`src/rtl/serial_deframer.sv`:
```
// Serial deframer: hunts for a sync pattern in the strobed bit stream, then assembles
// FRAME_WORDS words MSB-first and presents them through a one-word valid/ready buffer.
module serial_deframer #(
  parameter int                    WIDTH        = 32,
  parameter int                    SYNC_WIDTH   = 8,
  parameter logic [SYNC_WIDTH-1:0] SYNC_PATTERN = 8'hA5,
  parameter int                    FRAME_WORDS  = 4
) (
  input  logic             clk,
  input  logic             rst,
  input  logic             clken,
  input  logic             si,
  output logic [WIDTH-1:0] m_data,
  output logic             m_valid,
  input  logic             m_ready,
  output logic             locked,
  output logic             overflow,
  input  logic             ovf_clr
);

  localparam int BCW = $clog2(WIDTH);
  localparam int WCW = (FRAME_WORDS > 1) ? $clog2(FRAME_WORDS) : 1;
  localparam logic [BCW-1:0] BIT_LAST  = BCW'(WIDTH - 1);
  localparam logic [WCW-1:0] WORD_LAST = WCW'(FRAME_WORDS - 1);

  typedef enum logic {HUNT, ASSEMBLE} state_t;

  state_t                state_reg, state_next;
  logic [SYNC_WIDTH-1:0] window_reg;
  logic [WIDTH-1:0]      acc_reg;
  logic [BCW-1:0]        bit_cnt_reg;
  logic [WCW-1:0]        word_cnt_reg;
  logic [WIDTH-1:0]      m_data_reg;
  logic                  m_valid_reg;
  logic                  overflow_reg;

  logic [SYNC_WIDTH-1:0] window_shift;
  logic [WIDTH-1:0]      word_shift;
  logic                  sync_hit, word_done, last_word, load, drop;

  assign window_shift = {window_reg[SYNC_WIDTH-2:0], si};
  assign word_shift   = {acc_reg[WIDTH-2:0], si};
  assign sync_hit     = clken && (state_reg == HUNT) && (window_shift == SYNC_PATTERN);
  assign word_done    = clken && (state_reg == ASSEMBLE) && (bit_cnt_reg == BIT_LAST);
  assign last_word    = (word_cnt_reg == WORD_LAST);
  // A completed word is accepted if the buffer is empty or is being drained at this same edge.
  assign load         = word_done && (!m_valid_reg || m_ready);
  assign drop         = word_done && !load;

  always_ff @(posedge clk) begin
    if (rst) state_reg <= HUNT;
    else     state_reg <= state_next;
  end

  always_comb begin
    state_next = state_reg;
    case (state_reg)
      HUNT:     if (sync_hit) state_next = ASSEMBLE;
      ASSEMBLE: if (word_done && last_word) state_next = HUNT;
      default:  state_next = HUNT;
    endcase
  end

  always_comb begin
    locked = (state_reg == ASSEMBLE);
  end

  always_ff @(posedge clk) begin
    if (rst) begin
      window_reg   <= ~SYNC_PATTERN;
      acc_reg      <= '0;
      bit_cnt_reg  <= '0;
      word_cnt_reg <= '0;
      m_data_reg   <= '0;
      m_valid_reg  <= 1'b0;
      overflow_reg <= 1'b0;
    end else begin
      if (clken) begin
        if (state_reg == HUNT) begin
          window_reg <= window_shift;
          if (sync_hit) begin
            bit_cnt_reg  <= '0;
            word_cnt_reg <= '0;
          end
        end else begin
          acc_reg <= word_shift;
          if (bit_cnt_reg == BIT_LAST) begin
            bit_cnt_reg <= '0;
            if (last_word) begin
              word_cnt_reg <= '0;
              // Poison the window so the next frame needs a complete fresh sync.
              window_reg   <= ~SYNC_PATTERN;
            end else begin
              word_cnt_reg <= word_cnt_reg + 1'b1;
            end
          end else begin
            bit_cnt_reg <= bit_cnt_reg + 1'b1;
          end
        end
      end

      if (load) begin
        m_data_reg  <= word_shift;
        m_valid_reg <= 1'b1;
      end else if (m_valid_reg && m_ready) begin
        m_valid_reg <= 1'b0;
      end

      if (drop)         overflow_reg <= 1'b1;
      else if (ovf_clr) overflow_reg <= 1'b0;
    end
  end

  assign m_data   = m_data_reg;
  assign m_valid  = m_valid_reg;
  assign overflow = overflow_reg;

endmodule

```
`config.mk`:
```
export PLATFORM = sky130hd
export DESIGN_NAME = serial_deframer
export DESIGN_NICKNAME = d
export VERILOG_FILES = /design/src/rtl/serial_deframer.sv
export SDC_FILE = /design/constraint.sdc
export NUM_CORES = 1
export LEC_CHECK = 0
export ABC_AREA = 1
export CORE_MARGIN = 4
export CORE_UTILIZATION = 50
export DETAILED_ROUTE_END_ITERATION = 16
export MAX_ROUTING_LAYER = met4
export PLACE_DENSITY = 0.79
export SLEW_MARGIN = 20
export SYNTH_ARGS = -nofsm -noshare
export SYNTH_HDL_FRONTEND = slang
export SYNTH_SLANG_ARGS = --single-unit
```
`constraint.sdc`:
```
create_clock -name clk -period 1.6 [get_ports clk]
set_input_delay 0.32 -clock clk [delete_from_list [all_inputs] [get_ports clk]]
set_output_delay 0.32 -clock clk [all_outputs]
set_load 0.05 [all_outputs]
```
# Word-level counts from Yosys, hierarchy flattened
# Index checks and enable logic that the tools add are counted.
[word_totals]
ff_bits = 80
in_bits = 6
output_inout_bits = 35
word_cells = 51
[op_classes]
n_addsub = 2
n_eq_ne = 5
n_mux = 17
n_bitwise = 1
n_reduce_logical = 18
[op_table]
columns = ["operator", "count"]
rows = [
  ["2-to-1 mux 7 bit", 3],
  ["2-to-1 mux 5 bit", 3],
  ["equality test 8 bit (second input constant)", 1],
  ["logical AND 1 bit", 8],
  ["2-to-1 mux 2 bit", 4],
  ["2-to-1 mux 1 bit", 6],
  ["AND reduction 3 bit", 2],
  ["nonzero test 2 bit", 3],
  ["adder 5 x 1 -> 5 bit (second input constant)", 1],
  ["equality test 5 bit (second input constant)", 1],
  ["!= test 2 x 1 -> 1 bit (second input constant)", 2],
  ["AND reduction 2 bit", 2],
  ["adder 2 x 1 -> 2 bit (second input constant)", 1],
  ["equality test 2 bit (second input constant)", 1],
  ["logical NOT 1 bit", 2],
  ["case mux 1 bit (2 select lines)", 1],
  ["logical OR 1 bit", 1],
  ["inverter 1 bit", 1],
]

# Longest topological paths before layout
# Gate-level depths: netlist of the first run.
[logic_depth]
word_depth = 6
depth_mapped = 10
depth_no_buf = 9

# Worst setup path before layout of the first run
# No wires, ideal clock.
[synth_path]
path_type = "reg2reg"
startpoint = "register state_reg, in the netlist locked"
endpoint = "register m_data_reg[10], in the netlist m_data[10]"
setup_time_ps = 116
arrival_time_ps = 1489
required_time_ps = 1484
path_slack_ps = -5
path_stages_with_launch = 9
path_buffers = 1
period_less_slack_ps = 1605
path_cell_list = "dfxtp_1 -> nand2_4 -> clkinv_4 -> nand2_4 -> nor2_8 -> inv_2 -> buf_6 -> nor2_1 -> nor2_1"
[synth_between]
elab_chain_cells = 3
[synth_rtl]
columns = ["item", "line", "text"]
rows = [
  ["start: declaration", "28", "state_t state_reg, state_next;"],
  ["start signal: assignment", "52", "else state_reg <= state_next;"],
  ["logical AND 1 bit (2 in a row)", "44", "assign word_done = clken && (state_reg == ASSEMBLE) && (bit_cnt_reg == BIT_LAST);"],
  ["logical AND 1 bit", "47", "assign load = word_done && (!m_valid_reg || m_ready);"],
  ["end signal: assignment", "103", "m_data_reg <= word_shift;"],
  ["end: declaration", "33", "logic [WIDTH-1:0] m_data_reg;"],
]
# No other way between the ends.
# A chain may end at the register's enable or synchronous reset.

# Final worst setup path of the first run
[layout_path]
startpoint = "register bit_cnt_reg[0]"
endpoint = "register m_data_reg[28], in the netlist m_data[28]"
[layout_between]
elab_chain_cells = 3
[layout_rtl]
columns = ["item", "line", "text"]
rows = [
  ["start: declaration", "31", "logic [BCW-1:0] bit_cnt_reg;"],
  ["start signal: assignment", "97", "bit_cnt_reg <= bit_cnt_reg + 1'b1;"],
  ["equality test 5 bit", "44", ""],
  ["logical AND 1 bit", "44", ""],
  ["logical AND 1 bit", "47", ""],
]
# No other way between the ends.

==> results.json, run 1 <==
{
  "status": "finished with violations",
  "violations": "setup timing",
  "powerDensity_mw_per_mm2": 1000,
  "yosysWarnings": 0,
  "htree_num_levels": 3,
  "synthAdderAreaFrac": 0.0128,
  "tritoncts": "yes",
  "synthArstFlopShare": 0,
  "portBuffers": 40,
  "yosys.area.top_type": "dfxtp_1",
  "overflow": 0,
  "fp-row-count": 27,
  "met2_usage": 0.293,
  "remaining_drc_errors": 0,
  "die_w_um": 84.7,
  "grt_max_degree": 43,
  "ant_nets": 0,
  "nets": 436,
  "p_sw_frac": 0.207,
  "fin_crit_ps": 1610,
  "finalClockSkew_ps": 8.03,
  "syn_area_mm2": 0.00294,
  "start_util": 0.525,
  "synth_cell_types": 24,
  "die_area_mm2": 0.00718,
  "final_cell_count_no_fill": 504,
  "r2r_setup_slack_ps": -10,
  "cellLeakagePower_uw": 0.00174,
  "min_from": "window_reg[6]",
  "clk_latency_ps": 340,
  "r2r_start": "bit_cnt_reg[0]",
  "hold_buffers": 0,
  "crit_arrival_ps": 1900,
  "synth.top_cell.area_share": 0.544,
  "wire_per_inst_um": 12.9,
  "setup_ws_ps": -14.7,
  "worst_pin_slew_ps": 352,
  "vdd_drop_max_mv": 0.657,
  "required_ps": 1880,
  "root_buffer": "clkbuf_8",
  "gp_congestion": 0.789,
  "holdCritPathClass": "reg2reg",
  "routed_wl_mm": 6.49,
  "drive_above_1_share": 0.215,
  "vias": 2497,
  "gr-usage-all-layers": 0.185,
  "cp_max_fo": 11,
  "antennaDiodeCount": 0,
  "n_fill_cell": 462,
  "synth-simple-area-share": 0.235,
  "ys_ff_latch": 80,
  "ios": 41,
  "cap_violations": 0,
  "crit_path_end": "m_data[28]",
  "r2r.worst_path.cells": 10,
  "dp_cells": 480,
  "worstReg2RegEnd": "m_data[28]",
  "cp-start-kind": "flip-flop",
  "viasPerCell": 4.95,
  "seq_power_share": 0.536,
  "numCtsBuffers": 9,
  "p_comb_frac": 0.039,
  "drt_pass1_iterations": 4,
  "grtUsageMet1": 0.215,
  "synth_compound_area_frac": 0.145,
  "grt_pass1_vias": 2389,
  "switchingPower_uw": 785,
  "synthMuxAreaShare": 0,
  "finalHoldViolCount": 0,
  "hpwlAfterDp_mm": 3.84,
  "drt_iter0_markers": 107,
  "clockBufferDepth": 2,
  "worstSetupPathType": "reg2reg",
  "clock.fmax_mhz": 619,
  "synthTopCellsByArea": "dfxtp_1 (54%), nor2_1 (17%), o21ai_0 (9.5%)",
  "largest_register_ffs": 32,
  "clock_power_share": 0.425,
  "yosysSeqAreaShare": 0.544,
  "die_h_um": 84.7,
  "timing.final.crit_share": 1.01,
  "coreArea_mm2": 0.00561,
  "synth_ff_type": "dfxtp_1",
  "grtUsageMet3": 0.0599,
  "netlist_instances": 373,
  "clock-sinks": 80,
  "avgSynthCellArea_um2": 7.89,
  "synth_top_family_by_area": "simple AND/OR/NAND/NOR gates",
  "grt_pass1_wl_mm": 10.4,
  "synth_nets": 382,
  "rsz0062_at_grt": "yes",
  "syn_to_final_growth_pct": 28.4,
  "synth_edf_count": 0,
  "p_int_uw": 3000,
  "holdWs_ps": 482,
  "busiest_layer": "met2",
  "cp-startpoint": "bit_cnt_reg[0]",
  "synth_xor_area_frac": 0.00298,
  "drv_slew": 0,
  "cts.clk_slew.worst_paths_ps": 80,
  "slew-limit-headroom": 0.765,
  "grt_antenna_before_repair": 0,
  "cp-end-kind": "flip-flop",
  "setup_viol": 1
}
[power by group through the flow]
stage                     combinational, uW  clock [uW]  sequential, uW
after CTS                               145        1640            2030
final                                   148        1610            2030
after global routing                    167        1730            2030
after global placement                  139           0            2070
after floorplan                        89.1           0            2070
after detailed placement                143           0            2080
[worst max-delay path, stage by stage (launching register included)]
cell     delay, ps
dfxtp_2        360
ha_4           150
nand2_4         50
nor2_2          90
ha_2           210
nand2_4         80
nor2_8         160
buf_12         150
buf_12         120
o21ai_0         90
nor2_1         100
[area by class of cell]
| class | count | area [um^2] | area share |
|---|---|---|---|
| repair buffers | 61 | 554 | 0.147 |
| multi-input cells | 257 | 1220 | 0.323 |
| clock inverters | 3 | 65.1 | 0.0172 |
| clock buffers | 13 | 149 | 0.0394 |
| flip-flops and latches | 80 | 1610 | 0.425 |
| inverters | 16 | 77.6 | 0.0205 |
| well taps | 72 | 90.1 | 0.0238 |
| repair inverters | 2 | 17.5 | 0.00463 |
[synthesized netlist by cell type (2+ instances only)]
master      n
buf_4       2
inv_1      14
o22ai_1     4
clkbuf_1   13
nand2_1    22
o21ai_1     8
ha_1        3
dfxtp_1    80
nand3_1     9
a21oi_1    13
o21ai_0    56
buf_6       4
nand2_4     2
nor2_1    133
[cell families after synthesis]
logic type,Yosys count
AO/OA/AOI/OAI,83
XOR/XNOR,1
adder cells (fa/ha/maj),3
buffers and inverters,36
flip-flops,80
AND/OR/NAND/NOR,170
[worst min-delay path by stage]
stage | to | slack (ps) | depth (start not counted)
2_1_floorplan | window_reg[6] | 450 | 2
3_3_place_gp | window_reg[6] | 460 | 2
3_5_place_dp | window_reg[6] | 460 | 2
4_1_cts | window_reg[6] | 480 | 2
5_1_grt | window_reg[2] | 520 | 2
6_report | window_reg[6] | 480 | 2
[layer usage]
metal | vias up | share of wire
met4 | 0 | 0.014
met2 | 56 | 0.48
met5 | - | 0
met1 | 1134 | 0.46
li1 | 1300 | -
met3 | 7 | 0.040
[per-stage QoR]
stage / setup WS [ps] / area, um^2 / TNS (ps) / total power [uW] / util
after global routing: -115 / 3780 / -2350 / 3930 / 0.674
after detailed placement: -194 / 3380 / -6430 / 2220 / 0.603
final: -14.7 / 3780 / -14.7 / 3780 / 0.674
after floorplan: 74.0 / 2940 / 0 / 2160 / -
after CTS: 1.78 / 3610 / 0 / 3810 / 0.643
after global placement: -153 / 3380 / -4810 / 2210 / 0.603
[cells in the final DEF (no fill, tap or decap), types with 4 or more instances in the layout]
cell type	synthesis	layout
a21oi_1	13	12
buf_12	0	5
o21ai_1	8	10
nand3_1	9	8
nor2_2	0	4
clkbuf_8	0	10
dfxtp_1	80	77
o22ai_1	4	4
o21ai_0	56	54
inv_1	14	14
clkdlybuf4s50_1	0	5
nand2_1	22	20
buf_4	2	49
nor2_1	133	127
[repair_timing]
| item | CTS | global route |
|---|---|---|
| gates cloned | 0 | 3 |
| endpoints found under the setup margin | 35 | 41 |
| buffers inserted | 0 | 5 |
| pin swaps | 0 | 4 |
| resized for setup | 4 | 25 |
No activity file was read; power rests on OpenSTA's default activity.
==> run 2, diff against run 1 <==
- CORE_UTILIZATION: 50 -> 53
- PLACE_DENSITY: 0.79 -> 0.83
==> run 2 against run 1 <==
The run still ends with setup timing left. Combinational power grew 5%. Non-clock buffer count grew 4. Final area grew 3.2%. Count of clock-buffer cells in the layout grew 1.
==> results.json, run 2 (same netlist as run 1, synthesis figures left out) <==
{
  "clock.fmax_mhz": 616,
  "clockBufferDepth": 2,
  "grt_antenna_before_repair": 0,
  "gp_congestion": 0.783,
  "die_w_um": 82.5,
  "routed_wl_mm": 7.56,
  "finalHoldViolCount": 0,
  "dp_cells": 479,
  "timing.final.crit_share": 1.01,
  "crit_path_top_delay_cell": "dfxtp_2",
  "worst_pin_slew_ps": 353,
  "p_total_uw": 3900,
  "hpwlAfterDp_mm": 3.84,
  "coreArea_mm2": 0.00524,
  "vias": 2694,
  "drv_slew": 0,
  "n_fill_cell": 360,
  "cts.clk_slew.worst_paths_ps": 80,
  "slew-limit-headroom": 0.765,
  "r2r_setup_slack_ps": -20,
  "overflow": 0,
  "path_cells": "ha_4, nand2_4, nor2_4, ha_4, nand2_4, nor2_8, buf_12, buf_8, o21ai_2, nor2_1",
  "rsz0062_at_grt": "yes",
  "cp-start-kind": "flip-flop",
  "nets": 440,
  "die_h_um": 82.5,
  "start_util": 0.562,
  "cp_max_fo": 7,
  "powerDensity_mw_per_mm2": 1000,
  "min_from": "window_reg[6]",
  "finalClockSkew_ps": 6.50,
  "drive_above_1_share": 0.236,
  "worstSetupPathType": "reg2reg",
  "holdCritPathClass": "reg2reg",
  "gr-usage-all-layers": 0.211,
  "violations": "setup timing",
  "fin_util": 0.745,
  "crit_arrival_ps": 1910,
  "grt_pass1_vias": 2458,
  "htree_num_levels": 3,
  "setup_viol": 4,
  "grt_max_degree": 48,
  "setup_ws_ps": -23.7,
  "r2r_start": "bit_cnt_reg[0]",
  "wire_per_inst_um": 14.9,
  "mostFrequentLayoutCells": "nor2_1 (129), dfxtp_1 (77), buf_4 (51)",
  "ant_nets": 0,
  "grt_pass1_wl_mm": 10.7,
  "numCtsBuffers": 9,
  "fp-row-count": 26,
  "antennaDiodeCount": 0,
  "largest_register_ffs": 32,
  "die_area_mm2": 0.00681,
  "fin_crit_ps": 1620,
  "whs_path_depth": 2,
  "status": "finished with violations",
  "final_cell_count_no_fill": 506,
  "r2r.worst_path.cells": 10,
  "tritoncts": "yes",
  "cellLeakagePower_uw": 0.00178,
  "portBuffers": 40,
  "viasPerCell": 5.32,
  "ios": 41,
  "hold_buffers": 0,
  "wl_met1_mm": 3.19,
  "topRoutingLayerUsed": "met4",
  "syn_to_final_growth_pct": 32.5,
  "cap_violations": 0,
  "holdWs_ps": 484,
  "cp-end-kind": "flip-flop",
  "root_buffer": "clkbuf_8",
  "wl_met3_um": 487,
  "remaining_drc_errors": 0,
  "drt_pass1_iterations": 4,
  "required_ps": 1880,
  "wl_met2_mm": 3.61,
  "clk_latency_ps": 350,
  "worstReg2RegEnd": "m_data[27]",
  "hold_path_end": "window_reg[6]",
  "final_common_cell": "nor2_1",
  "vdd_drop_max_mv": 0.739,
  "clock-sinks": 80,
  "slowest_delay_ps": 360,
  "drt_iter0_markers": 259
}
[run 2: how the worst max path moves through the flow]
stage	start	to	slack, ps	cells past startpoint
floorplan	m_valid	m_data[18]	70	6
global placement	clken	m_data[11]	-180	8
detailed placement	clken	m_data[30]	-230	8
CTS	bit_cnt_reg[1]	window_reg[0]	3	9
global route	bit_cnt_reg[0]	m_data[31]	-80	10
finish	bit_cnt_reg[0]	m_data[27]	-20	10
[run 2: layer usage]
layer / vias to the layer above / GRT usage
met5: - / -
met3: 24 / 0.0358
met1: 1248 / 0.255
met2: 109 / 0.337
met4: 0 / 0.109
li1: 1313 / -
[run 2: area by class of cell]
class,instances,area (um^2),share of cell area
flip-flops and latches,80,1610,0.412
multi-input cells,257,1260,0.322
repair buffers,65,623,0.160
clock buffers,14,173,0.0443
well taps,70,87.6,0.0225
inverters,16,77.6,0.0199
clock inverters,2,60.1,0.0154
repair inverters,2,17.5,0.00449
[run 2: timing repair]
action,4_1_cts,5_1_grt
pin swaps,0,6
gates cloned,0,5
endpoints found under the setup margin,35,40
hold endpoints to repair,0,0
buffers inserted,0,6
resized for setup,4,43
[run 2: metrics by stage]
stage | area (um^2) | worst slack (ps) | setup TNS, ps
floorplan | 2940 | 74.0 | 0
global placement | 3390 | -181 | -5480
detailed placement | 3390 | -229 | -6960
CTS | 3630 | 3.13 | 0
global route | 3900 | -77.7 | -1490
finish | 3900 | -23.7 | -49.3
[run 2: report_power, final]
part           switching, uW  internal, uW
combinational           91.2          65.2
sequential              17.7          2010
clock                    705          1010
total                    814          3090
[run 2: critical path, delay by kind of cell (launching register included)]
kind,cells,cell delay [ps]
DFF,1,360
AOI/OAI and AO/OA,1,60
buffers and inverters,2,300
and+or+nand+nor,5,490
adders and majority gates,2,340
==> run 3, diff against run 2 <==
- CAP_MARGIN: unset -> 15
==> results of run 3 <==
Same layout as run 2: the final DEF is identical, and so are final timing and power.
